<file path="src/rtl/fpadd_seq_ctrl_if.sv">
// Handshake and data bundle for the sequential FP32 adder/subtractor.
// The master drives operands and out_ready; the slave is the adder.
interface fpadd_seq_ctrl_if;
    logic        in_valid;
    logic        in_ready;
    logic [31:0] Op_A;
    logic [31:0] Op_B;
    logic        Sub;
    logic        out_valid;
    logic        out_ready;
    logic [31:0] Result;
    logic        Overflow;
    logic        Busy;

    modport master (
        output in_valid, Op_A, Op_B, Sub, out_ready,
        input  in_ready, out_valid, Result, Overflow, Busy
    );

    modport slave (
        input  in_valid, Op_A, Op_B, Sub, out_ready,
        output in_ready, out_valid, Result, Overflow, Busy
    );
endinterface

</file>
<file path="src/rtl/fpadd_seq_ctrl.sv">
// Multi-cycle FP32 adder/subtractor: compare, bit-serial align, add, serial normalise.
// Denormals flush to zero on input; exponent 255 is treated as an ordinary value.
module fpadd_seq_ctrl #(
    parameter int ALIGN_SAT = 25
) (
    input  logic              clk,
    input  logic              rst_n,
    fpadd_seq_ctrl_if.slave   bus
);

    typedef enum logic [2:0] {
        S_IDLE  = 3'd0,
        S_CMP   = 3'd1,
        S_ALIGN = 3'd2,
        S_ADD   = 3'd3,
        S_NORM  = 3'd4,
        S_DONE  = 3'd5
    } state_t;

    localparam logic [8:0] ALIGN_SAT_W = 9'(ALIGN_SAT);

    state_t      state_q,     state_d;
    logic        sign_a_q,    sign_a_d;
    logic        sign_b_q,    sign_b_d;
    logic [7:0]  exp_a_q,     exp_a_d;
    logic [7:0]  exp_b_q,     exp_b_d;
    logic [23:0] man_a_q,     man_a_d;
    logic [23:0] man_b_q,     man_b_d;
    logic [7:0]  cnt_q,       cnt_d;
    logic [24:0] sum_q,       sum_d;
    logic [8:0]  exp_q,       exp_d;
    logic        sign_q,      sign_d;
    logic [31:0] result_q,    result_d;
    logic        overflow_q,  overflow_d;
    logic        out_valid_q, out_valid_d;
    logic        in_ready_q,  in_ready_d;
    logic        busy_q,      busy_d;

    logic [8:0]  diff_s;
    logic        b_big_s;
    logic [7:0]  mag_s;

    // Zero exponent means zero (no denormals); otherwise restore the hidden one.
    function automatic logic [23:0] decode_man(input logic [31:0] op);
        if (op[30:23] == 8'd0) begin
            decode_man = 24'd0;
        end else begin
            decode_man = {1'b1, op[22:0]};
        end
    endfunction

    // Packs {overflow, result}; any exponent of 255 or above saturates to infinity.
    function automatic logic [32:0] pack_result(input logic       sign,
                                                input logic [8:0] exp9,
                                                input logic [22:0] frac);
        if (exp9 >= 9'd255) begin
            pack_result = {1'b1, sign, 8'hFF, 23'd0};
        end else begin
            pack_result = {1'b0, sign, exp9[7:0], frac};
        end
    endfunction

    // Borrow out of the 9-bit difference marks B as having the larger exponent.
    assign diff_s  = {1'b0, exp_a_q} - {1'b0, exp_b_q};
    assign b_big_s = diff_s[8] | ((diff_s == 9'd0) & (man_b_q > man_a_q));
    assign mag_s   = diff_s[8] ? (exp_b_q - exp_a_q) : diff_s[7:0];

    // Next-state and datapath for every stage of the operation.
    always_comb begin
        state_d     = state_q;
        sign_a_d    = sign_a_q;
        sign_b_d    = sign_b_q;
        exp_a_d     = exp_a_q;
        exp_b_d     = exp_b_q;
        man_a_d     = man_a_q;
        man_b_d     = man_b_q;
        cnt_d       = cnt_q;
        sum_d       = sum_q;
        exp_d       = exp_q;
        sign_d      = sign_q;
        result_d    = result_q;
        overflow_d  = overflow_q;
        out_valid_d = out_valid_q;
        in_ready_d  = in_ready_q;
        busy_d      = busy_q;

        case (state_q)
            S_IDLE: begin
                if (bus.in_valid) begin
                    sign_a_d   = bus.Op_A[31];
                    sign_b_d   = bus.Op_B[31] ^ bus.Sub;
                    exp_a_d    = bus.Op_A[30:23];
                    exp_b_d    = bus.Op_B[30:23];
                    man_a_d    = decode_man(bus.Op_A);
                    man_b_d    = decode_man(bus.Op_B);
                    in_ready_d = 1'b0;
                    busy_d     = 1'b1;
                    state_d    = S_CMP;
                end else begin
                    state_d    = S_IDLE;
                end
            end

            // From here on operand A holds the big value and B the small one.
            S_CMP: begin
                if (b_big_s) begin
                    sign_a_d = sign_b_q;
                    sign_b_d = sign_a_q;
                    exp_a_d  = exp_b_q;
                    exp_b_d  = exp_a_q;
                    man_a_d  = man_b_q;
                    man_b_d  = man_a_q;
                end else begin
                    sign_a_d = sign_a_q;
                    sign_b_d = sign_b_q;
                end
                cnt_d = mag_s;
                if ({1'b0, mag_s} >= ALIGN_SAT_W) begin
                    man_b_d = 24'd0;
                    state_d = S_ADD;
                end else if (mag_s == 8'd0) begin
                    state_d = S_ADD;
                end else begin
                    state_d = S_ALIGN;
                end
            end

            S_ALIGN: begin
                man_b_d = man_b_q >> 1;
                cnt_d   = cnt_q - 8'd1;
                if (cnt_q == 8'd1) begin
                    state_d = S_ADD;
                end else begin
                    state_d = S_ALIGN;
                end
            end

            S_ADD: begin
                if (sign_a_q == sign_b_q) begin
                    sum_d = {1'b0, man_a_q} + {1'b0, man_b_q};
                end else begin
                    sum_d = {1'b0, man_a_q} - {1'b0, man_b_q};
                end
                exp_d   = {1'b0, exp_a_q};
                sign_d  = sign_a_q;
                state_d = S_NORM;
            end

            S_NORM: begin
                if (sum_q[24]) begin
                    {overflow_d, result_d} = pack_result(sign_q, exp_q + 9'd1, sum_q[23:1]);
                    out_valid_d = 1'b1;
                    state_d     = S_DONE;
                end else if (sum_q == 25'd0) begin
                    result_d    = 32'd0;
                    overflow_d  = 1'b0;
                    out_valid_d = 1'b1;
                    state_d     = S_DONE;
                end else if (sum_q[23]) begin
                    {overflow_d, result_d} = pack_result(sign_q, exp_q, sum_q[22:0]);
                    out_valid_d = 1'b1;
                    state_d     = S_DONE;
                end else begin
                    // Left shift one place; running out of exponent flushes to signed zero.
                    sum_d = sum_q << 1;
                    exp_d = exp_q - 9'd1;
                    if (exp_q == 9'd1) begin
                        result_d    = {sign_q, 31'd0};
                        overflow_d  = 1'b0;
                        out_valid_d = 1'b1;
                        state_d     = S_DONE;
                    end else begin
                        state_d     = S_NORM;
                    end
                end
            end

            S_DONE: begin
                if (bus.out_ready) begin
                    out_valid_d = 1'b0;
                    in_ready_d  = 1'b1;
                    busy_d      = 1'b0;
                    state_d     = S_IDLE;
                end else begin
                    state_d     = S_DONE;
                end
            end

            default: begin
                out_valid_d = 1'b0;
                in_ready_d  = 1'b1;
                busy_d      = 1'b0;
                state_d     = S_IDLE;
            end
        endcase
    end

    // State and registered outputs; reset aborts any operation in flight.
    always_ff @(posedge clk or negedge rst_n) begin
        if (!rst_n) begin
            state_q     <= S_IDLE;
            sign_a_q    <= 1'b0;
            sign_b_q    <= 1'b0;
            exp_a_q     <= 8'd0;
            exp_b_q     <= 8'd0;
            man_a_q     <= 24'd0;
            man_b_q     <= 24'd0;
            cnt_q       <= 8'd0;
            sum_q       <= 25'd0;
            exp_q       <= 9'd0;
            sign_q      <= 1'b0;
            result_q    <= 32'd0;
            overflow_q  <= 1'b0;
            out_valid_q <= 1'b0;
            in_ready_q  <= 1'b1;
            busy_q      <= 1'b0;
        end else begin
            state_q     <= state_d;
            sign_a_q    <= sign_a_d;
            sign_b_q    <= sign_b_d;
            exp_a_q     <= exp_a_d;
            exp_b_q     <= exp_b_d;
            man_a_q     <= man_a_d;
            man_b_q     <= man_b_d;
            cnt_q       <= cnt_d;
            sum_q       <= sum_d;
            exp_q       <= exp_d;
            sign_q      <= sign_d;
            result_q    <= result_d;
            overflow_q  <= overflow_d;
            out_valid_q <= out_valid_d;
            in_ready_q  <= in_ready_d;
            busy_q      <= busy_d;
        end
    end

    assign bus.in_ready  = in_ready_q;
    assign bus.out_valid = out_valid_q;
    assign bus.Result    = result_q;
    assign bus.Overflow  = overflow_q;
    assign bus.Busy      = busy_q;

endmodule
</file>
<file path="src/flat_wrapper.sv">
// flat-port wrapper written by rule: the top's interface ports become plain ports
module fpadd_seq_ctrl_flat 
#(
    parameter int ALIGN_SAT = 25
)
  (clk, rst_n, bus_in_valid, bus_Op_A, bus_Op_B, bus_Sub, bus_out_ready, bus_in_ready, bus_out_valid, bus_Result, bus_Overflow, bus_Busy);
  fpadd_seq_ctrl_if bus_i ();
  input  logic clk;
  input  logic rst_n;
  input wire logic [$bits(bus_i.in_valid)-1:0] bus_in_valid;
  input wire logic [$bits(bus_i.Op_A)-1:0] bus_Op_A;
  input wire logic [$bits(bus_i.Op_B)-1:0] bus_Op_B;
  input wire logic [$bits(bus_i.Sub)-1:0] bus_Sub;
  input wire logic [$bits(bus_i.out_ready)-1:0] bus_out_ready;
  output wire logic [$bits(bus_i.in_ready)-1:0] bus_in_ready;
  output wire logic [$bits(bus_i.out_valid)-1:0] bus_out_valid;
  output wire logic [$bits(bus_i.Result)-1:0] bus_Result;
  output wire logic [$bits(bus_i.Overflow)-1:0] bus_Overflow;
  output wire logic [$bits(bus_i.Busy)-1:0] bus_Busy;
  assign bus_i.in_valid = bus_in_valid;
  assign bus_i.Op_A = bus_Op_A;
  assign bus_i.Op_B = bus_Op_B;
  assign bus_i.Sub = bus_Sub;
  assign bus_i.out_ready = bus_out_ready;
  assign bus_in_ready = bus_i.in_ready;
  assign bus_out_valid = bus_i.out_valid;
  assign bus_Result = bus_i.Result;
  assign bus_Overflow = bus_i.Overflow;
  assign bus_Busy = bus_i.Busy;
  fpadd_seq_ctrl #(.ALIGN_SAT(ALIGN_SAT)) u_core (.clk(clk), .rst_n(rst_n), .bus(bus_i));
endmodule
</file>
<file path="config.mk">
export PLATFORM = sky130hd
export DESIGN_NAME = fpadd_seq_ctrl_flat
export DESIGN_NICKNAME = d
export VERILOG_FILES = /design/src/rtl/fpadd_seq_ctrl_if.sv /design/src/rtl/fpadd_seq_ctrl.sv /design/src/flat_wrapper.sv
export SDC_FILE = /design/constraint.sdc
export NUM_CORES = 1
export LEC_CHECK = 0
export ABC_AREA = 1
export BUFFER_PORTS_ARGS = -buffer_cell sky130_fd_sc_hd__clkbuf_2
export CAP_MARGIN = 10
export CORE_MARGIN = 3
export CORE_UTILIZATION = 35
export DETAILED_ROUTE_END_ITERATION = 8
export PLACE_DENSITY = 0.48
export SLEW_MARGIN = 20
export SYNTH_ARGS = -nofsm -noshare
export SYNTH_HDL_FRONTEND = slang
export SYNTH_SLANG_ARGS = --single-unit
export TNS_END_PERCENT = 20
</file>
<file path="constraint.sdc">
create_clock -name clk -period 3.7 [get_ports clk]
set_input_delay 0 -clock clk [delete_from_list [all_inputs] [get_ports clk]]
set_output_delay 0 -clock clk [all_outputs]
set_load 0.005 [all_outputs]
</file>
* Word level (Yosys, flattened, before mapping)
Cells that the tools add are included.
** Word-level totals
- Bits in registers :: 148
- Input port bits :: 69
- Output and inout bits :: 36
- Logic and storage cells :: 133
** Cells by class
- $add $sub $neg :: 7
- Order comparisons :: 4
- Equality and inequality tests :: 16
- Mux-type cells :: 63
- Bitwise gates (word level) :: 5
- Reduce and logical (&&, ||, !) cells :: 20
** Operators with widths (count)
- $mux W24 :: 8
- $mux W32 :: 4
- $mux W25 :: 3
- $pmux W24 S3 :: 1
- $mux W33 :: 2
- $pmux W25 S2 :: 1
- $pmux W24 S2 :: 1
- $pmux W8 S2 :: 3
- $mux W8 :: 5
- $mux W9 :: 3
- $add A24 B24 Y25 :: 1
- $logic_not A25 Y1 :: 1
- $sub A24 B24 Y25 :: 1
- $gt A24 B24 Y1 :: 1
- $logic_not A8 Y1 :: 3
- $mux W1 :: 20
- $ge A9 B8 Y1 const B :: 2
- $pmux W3 S6 :: 1
- $pmux W9 S2 :: 1
- $mux W3 :: 5
- $reduce_and A3 Y1 :: 5
- $ne A2 B2 Y1 const B :: 5
- $add A9 B1 Y9 const B :: 1
- $eq A9 B1 Y1 const B :: 1
- other kinds (27) :: 36

* Logic depth before layout (Yosys ltp)
Gate-level depths: netlist (run 1).
- Depth after elaboration :: 7
- Depth in mapped cells :: 20

* Worst setup path before layout (run 1)
No wires, ideal clock.
- Path type :: reg-to-reg
- From :: register u_core.exp_a_q[0]
- To :: register u_core.man_b_q[10]
- Setup time :: 0.117 ns
- Arrival :: 2.400 ns
- Required time :: 3.583 ns
- Slack :: 1.183 ns
- Stages on the path, launching flop included :: 16
- Path buffers :: 1
- Cells stage by stage :: dfrtp_1 -> inv_1 -> ha_1 -> inv_1 -> fa_1 -> nand3_1 -> nand2_2 -> a21oi_2 -> nand3_1 -> nand2_1 -> nand3_2 -> nor2_8 -> nand3_4 -> buf_2 -> nand3_1 -> nand2_1
** On the way
- Cells in the longest elaborated chain, start to end :: 6
** RTL lines
- start: declaration :: RTL line fpadd_seq_ctrl.sv:25 : logic [7:0] exp_a_q, exp_a_d;
- start signal: assignment :: RTL line fpadd_seq_ctrl.sv:221 : exp_a_q <= exp_a_d;
- branches (longest 6 deep; another with $sub A8 B8 Y9)
- end signal: assignment :: RTL line fpadd_seq_ctrl.sv:224 : man_b_q <= man_b_d;
- end: declaration :: RTL line fpadd_seq_ctrl.sv:28 : logic [23:0] man_b_q, man_b_d;
Parallel ways; which one is timed is not known.
A chain may end at the register's enable or synchronous reset.

* Worst setup path in the final report (run 1)
- From :: register u_core.exp_a_q[0]
- To :: register u_core.man_b_q[8]
Same word-level chain as after synthesis.

==> impl_metrics.tcl, run 1 <==
set metrics [dict create \
    syn_area_um2 12600 \
    die_area_um2 38400 \
    gp_congestion 0.931 \
    layout.cells.non_filler 2606 \
    clock_latency_ps 450 \
    overflow 0 \
    routed_wl_mm 42.6 \
    yosysTopAreaCellShare 0.291 \
    critical-path-top-delay-family "simple AND/OR/NAND/NOR gates" \
    remaining_drc_errors 0 \
    finalSetupViolCount 0 \
    syn-num-nets 2179 \
    end_kind "flop" \
    ys_seq_area_frac 0.294 \
    hold_violations 0 \
    clock.fmax_mhz 303 \
    hold_path_class "input pin to flop" \
    row_count 68 \
    grt_pass1_vias 12400 \
    avgSynthCellArea_um2 6.20 \
    vias_per_cell 5.01 \
    yosys_most_used_dff "dfrtp_1" \
    cts_max_level 4 \
    r2r_end "u_core.man_b_q[8]" \
    grt_setup_unrepaired "no" \
    critPathRequiredTime_ps 4080 \
    drtPass1Iterations 5 \
    yosysWarnings 0 \
    cts_tree "yes" \
    ys_types 48 \
    dp_cells 2525 \
    worst_setup_path_start_kind "flop" \
    synth_edf_count 0 \
    nFillCells 3832 \
    cts_resized 0 \
    regToRegStartpoint "u_core.exp_a_q[0]" \
    yosys.area.top_type "dfrtp_1" \
    numCtsBuffers 17 \
    start_util 0.360 \
    path_cells "inv_1, ha_1, inv_1, fa_1, nand3_1, nand2_2, a21oi_2, nand3_1, nand2_1, nand3_2, nor2_8, nand3_4, nand2_4, nand2_1, nand2_1" \
    port_buffers 104 \
    antenna_found_initial 0 \
    finalSetupTns_ps 0 \
    synth_common_cells "nand2_1, inv_1, nor2_1" \
    period_share 0.891 \
    routedWlPerCell_um 16.4 \
    die_w_um 196 \
    grt_use_total 0.223 \
    postRouteAntennaNets 0 \
    area_delta_synth_final_pct 15.4 \
    whs_path_depth 7 \
    ios 105 \
    critPathKind "flop to flop" \
    worstHoldStart "bus_Op_B[11]" \
    synth_area_leaders "dfrtp_1, nand2_1, nand3_1, inv_1, ha_1" \
    hold-path-endpoint "u_core.man_b_q[11]" \
    cpPeakStageDelay_ps 480 \
    fin_skew_ps 11.7 \
    slew_headroom 0.330 \
    cp_data_arrival_time_ps 3680 \
    post_cts_buffers 0 \
    reg2reg_depth 15 \
    rrSetupSlack_ps 400 \
    cts-root-buf "clkbuf_16" \
    timing.max_cap.violations 0 \
    drive_above_1_share 0.0874 \
    die_y_um 196 \
    num_vias 13000 \
    path_depth 15 \
    synthCells 2036 \
    ys_seq_elements 148 \
    antennaDiodeCount 0 \
    finalCriticalPeriod_ps 3300 \
    yosysMostFrequentCell "nand2_1" \
    crit_buf_inv 2 \
    finalNetCount 2281 \
    timing.final.max_slew_violations 0 \
    clkTransAtPathRegs_ps 70 \
    worst_slew_pin_slew_ps 1000 \
    ys_async_sr_fraction 1.00 \
    hpwl_mm 32.8 \
    grt_pass1_wl_mm 68.8 \
    critPathSlowestCell "fa_1" \
    grt_max_degree 99 \
    worst-path-max-fanout 25 \
    core_um2 35100 \
    outcome "finished clean" \
    cts.sinks 148 \
    clock_tree.buffer_depth 2 \
    crit_path_frequent_cell "nand2_1" \
    drtIter0Drc 1027 \
]
state kept, by name (all words and copies together), names as in the netlist:
name / flops
u_core.bus.Result: 32
u_core.man_b_q: 24
u_core.exp_a_q: 8
u_core.cnt_q: 8
u_core.sign_q: 1
u_core.sign_b_q: 1
u_core.exp_b_q: 8
u_core.sign_a_q: 1
u_core.bus.Overflow: 1
u_core.state_q: 3
u_core.bus.in_ready: 1
u_core.bus.out_valid: 1
u_core.bus.Busy: 1
u_core.exp_q: 9
u_core.man_a_q: 24
u_core.sum_q: 25
routing by layer:
layer	up-vias	routed length (um)	GRT usage
met2	285	17800	0.335
met3	27	1930	0.0326
met1	6019	22500	0.340
met5	-	0	0
met4	0	410	0.0454
li1	6714	-	-
through the flow:
stage	setup slack, ps	util	hold slack (ps)	cell area [um^2]
after floorplan	1180	-	-296	12600
after global placement	495	0.384	203	13500
after detailed placement	440	0.384	196	13500
after CTS	406	0.415	0.489	14600
after global routing	119	0.415	68.9	14600
final	404	0.415	27.0	14600
cells by family (layout without fill, tap and decap cells):
family                   count (synthesis)  after routing  synth area share
buffers and inverters                  374            489             0.116
AND/OR/NAND/NOR                       1146           1146             0.384
flip-flops                             148            148             0.294
AO/OA/AOI/OAI                          280            280             0.120
XOR/XNOR                                14             14           0.00971
adder cells (fa/ha/maj)                 74             74            0.0757
worst reg2reg max path, delay by kind of cell, from the launching register on:
| family | cells | cell delay [ps] |
|---|---|---|
| buffers and inverters | 2 | 200 |
| adders and majority gates | 2 | 660 |
| and+or+nand+nor | 10 | 1680 |
| DFF | 1 | 400 |
| AOI/OAI and AO/OA | 1 | 320 |
final cells by class:
class / count / area, um^2 / share of cell area
Clock buffer: 20 / 457 / 0.0314
Clock inverter: 12 / 145 / 0.00997
Inverter: 288 / 1080 / 0.0742
Multi-Input combinational cell: 1514 / 7460 / 0.512
Sequential cell: 148 / 3700 / 0.254
Tap cell: 455 / 569 / 0.0391
Timing Repair Buffer: 169 / 1150 / 0.0790
how the worst max path moves through the flow:
stage | slack (ps) | start | end
after floorplan | 1180 | u_core.exp_a_q[0] | u_core.man_b_q[10]
after CTS | 410 | u_core.exp_a_q[0] | u_core.man_b_q[8]
after global placement | 490 | u_core.exp_a_q[0] | u_core.man_b_q[8]
after global routing | 120 | u_core.exp_a_q[0] | u_core.man_b_q[10]
after detailed placement | 440 | u_core.exp_a_q[0] | u_core.man_b_q[4]
final | 400 | u_core.exp_a_q[0] | u_core.man_b_q[8]
placed cells by master, fill, tap and decap left out, types with 5 or more instances in the layout:
master	Yosys	routed
inv_2	7	7
nor2_1	230	230
nand2_1	589	588
o21ai_0	112	112
nor3_1	36	36
inv_1	280	279
o221ai_1	5	5
a21oi_1	92	92
nand3_1	221	221
clkbuf_16	0	17
dfrtp_1	147	147
o211ai_1	12	12
o21ai_1	30	30
clkbuf_2	3	103
dlygate4sd3_1	0	49
a31oi_1	6	6
o21bai_1	8	8
nand4_1	30	30
xor2_1	11	11
inv_6	0	5
ha_1	70	70
or2_2	5	5
nand2_2	9	10
nor4_1	8	8
buf_4	2	15
what timing repair did:
action,CTS,global route
hold buffers,49,0
hold endpoints to repair,146,0
endpoints found under the setup margin,0,0
Power of run 1 is left out: the tool's default activity adds up to more than one toggle a clock period on the data nets, which glitch-free logic cannot reach.
==> inputs of run 2 (changes only) <==
Settings changed: RECOVER_POWER set to 25.
==> impl_metrics.tcl, run 2 (synthesis results as in run 1) <==
set metrics [dict create \
    outcome "finished, violations left" \
    failed_checks "max-capacitance violations, max-slew violations" \
    final_core_utilization 0.414 \
    drtPass1Iterations 7 \
    cts_max_level 4 \
    ios 105 \
    finalNetCount 2281 \
    slew_headroom -0.803 \
    numCtsBuffers 17 \
    finalSetupViolCount 0 \
    cts_resized 0 \
    post_dp_cell_area_um2 13500 \
    worst_slack_ps 393 \
    remaining_drc_errors 0 \
    routed_wl_mm 42.7 \
    cp_data_arrival_time_ps 3690 \
    num_vias 13000 \
    worst-path-max-fanout 25 \
    row_count 68 \
    hpwl_mm 32.8 \
    clock_latency_ps 450 \
    design_area_um2 14500 \
    routedWlPerCell_um 16.4 \
    core_um2 35100 \
    crit_path_frequent_cell "nand2_1" \
    end_kind "flop" \
    clock.fmax_mhz 302 \
    critPathRequiredTime_ps 4080 \
    port_buffers 104 \
    cts-root-buf "clkbuf_16" \
    grt_pass1_wl_mm 68.8 \
    grt_pass1_vias 12400 \
    clock_tree.buffer_depth 2 \
    finalCriticalPeriod_ps 3310 \
    largest_reg_flops 32 \
    antennaDiodeCount 0 \
    worstHoldStart "bus_Op_B[11]" \
    cts_tree "yes" \
    antenna_found_initial 0 \
    multi_input_area_um2 7460 \
    cts.sinks 148 \
    period_share 0.894 \
    clkTransAtPathRegs_ps 70 \
    die_area_um2 38400 \
    area_delta_synth_final_pct 15.1 \
    finalSetupTns_ps 0 \
    grt_use_total 0.223 \
    regToRegStartpoint "u_core.exp_a_q[0]" \
    timing.final.max_slew_violations 98 \
    vias_per_cell 4.99 \
    fin_skew_ps 9.65 \
    timing.max_cap.violations 1 \
    overflow 0 \
    final_cell_mix "nand2_1, inv_1, nor2_1" \
    place_ws_ps 440 \
    grt_max_degree 99 \
    cpPeakStageDelay_ps 490 \
    hold_violations 0 \
    nFillCells 3844 \
    regArea_um2 3700 \
    gp_congestion 0.931 \
    drive_above_1_share 0.0767 \
    worst_slew_pin_slew_ps 2700 \
    worst_setup_path_start_kind "flop" \
    critPathSlowestCell "fa_1" \
    path_cells "inv_1, ha_1, inv_1, fa_1, nand3_1, nand2_2, a21oi_2, nand3_1, nand2_1, nand3_2, nor2_8, nand3_4, nand2_4, nand2_1, nand2_1" \
    hold_path_class "input pin to flop" \
    critPathKind "flop to flop" \
    critical-path-top-delay-family "simple AND/OR/NAND/NOR gates" \
    final_common_cell "nand2_1" \
    start_util 0.360 \
    die_y_um 196 \
    grt_setup_unrepaired "no" \
    crit_buf_inv 2 \
    die_w_um 196 \
    postRouteAntennaNets 0 \
    cp-startpoint "u_core.exp_a_q[0]" \
    drtIter0Drc 1025 \
]
[run 2: routing by layer]
layer,part of all wire,global-route usage,vias up
met5,0,0,-
met4,0.0096,0.0454,0
met3,0.046,0.0326,28
met2,0.42,0.335,293
met1,0.53,0.340,5973
li1,-,-,6711
[run 2: through the flow]
step	instances	hold WS, ps
after detailed placement	2525	196
final	2606	26.4
after CTS	2606	0.489
after global routing	2606	68.9
after global placement	2525	203
after floorplan	2036	-296
[run 2: tightest hold or removal path: cells and delay by family]
| family | cells | cell delay [ps] |
|---|---|---|
| AOI/OAI and AO/OA | 1 | 70 |
| and+or+nand+nor | 4 | 230 |
| buffers and inverters | 2 | 130 |
[run 2: worst paths after layout]
kind | end | slack, ps | cells after the start
max in group asynchronous | u_core.cnt_q[6] | 1180 | 2
max | u_core.man_b_q[8] | 390 | 15
min reg2reg | u_core.bus.out_valid | 480 | 2
min in group asynchronous | u_core.bus.Result[29] | 900 | 2
max reg2reg | u_core.man_b_q[8] | 390 | 15
min | u_core.man_b_q[11] | 30 | 7
[run 2: cell type report]
| type | instances | area share |
|---|---|---|
| Sequential cell | 148 | 0.255 |
| Timing Repair Buffer | 169 | 0.0767 |
| Inverter | 288 | 0.0744 |
| Multi-Input combinational cell | 1514 | 0.513 |
| Clock inverter | 12 | 0.00999 |
| Clock buffer | 20 | 0.0314 |
| Tap cell | 455 | 0.0392 |
[run 2: repair_timing]
action / CTS / global route
hold buffers: 49 / 0
hold endpoints to repair: 146 / 0
setup buffers: 0 / 0
Power of run 2 is left out for the same reason.
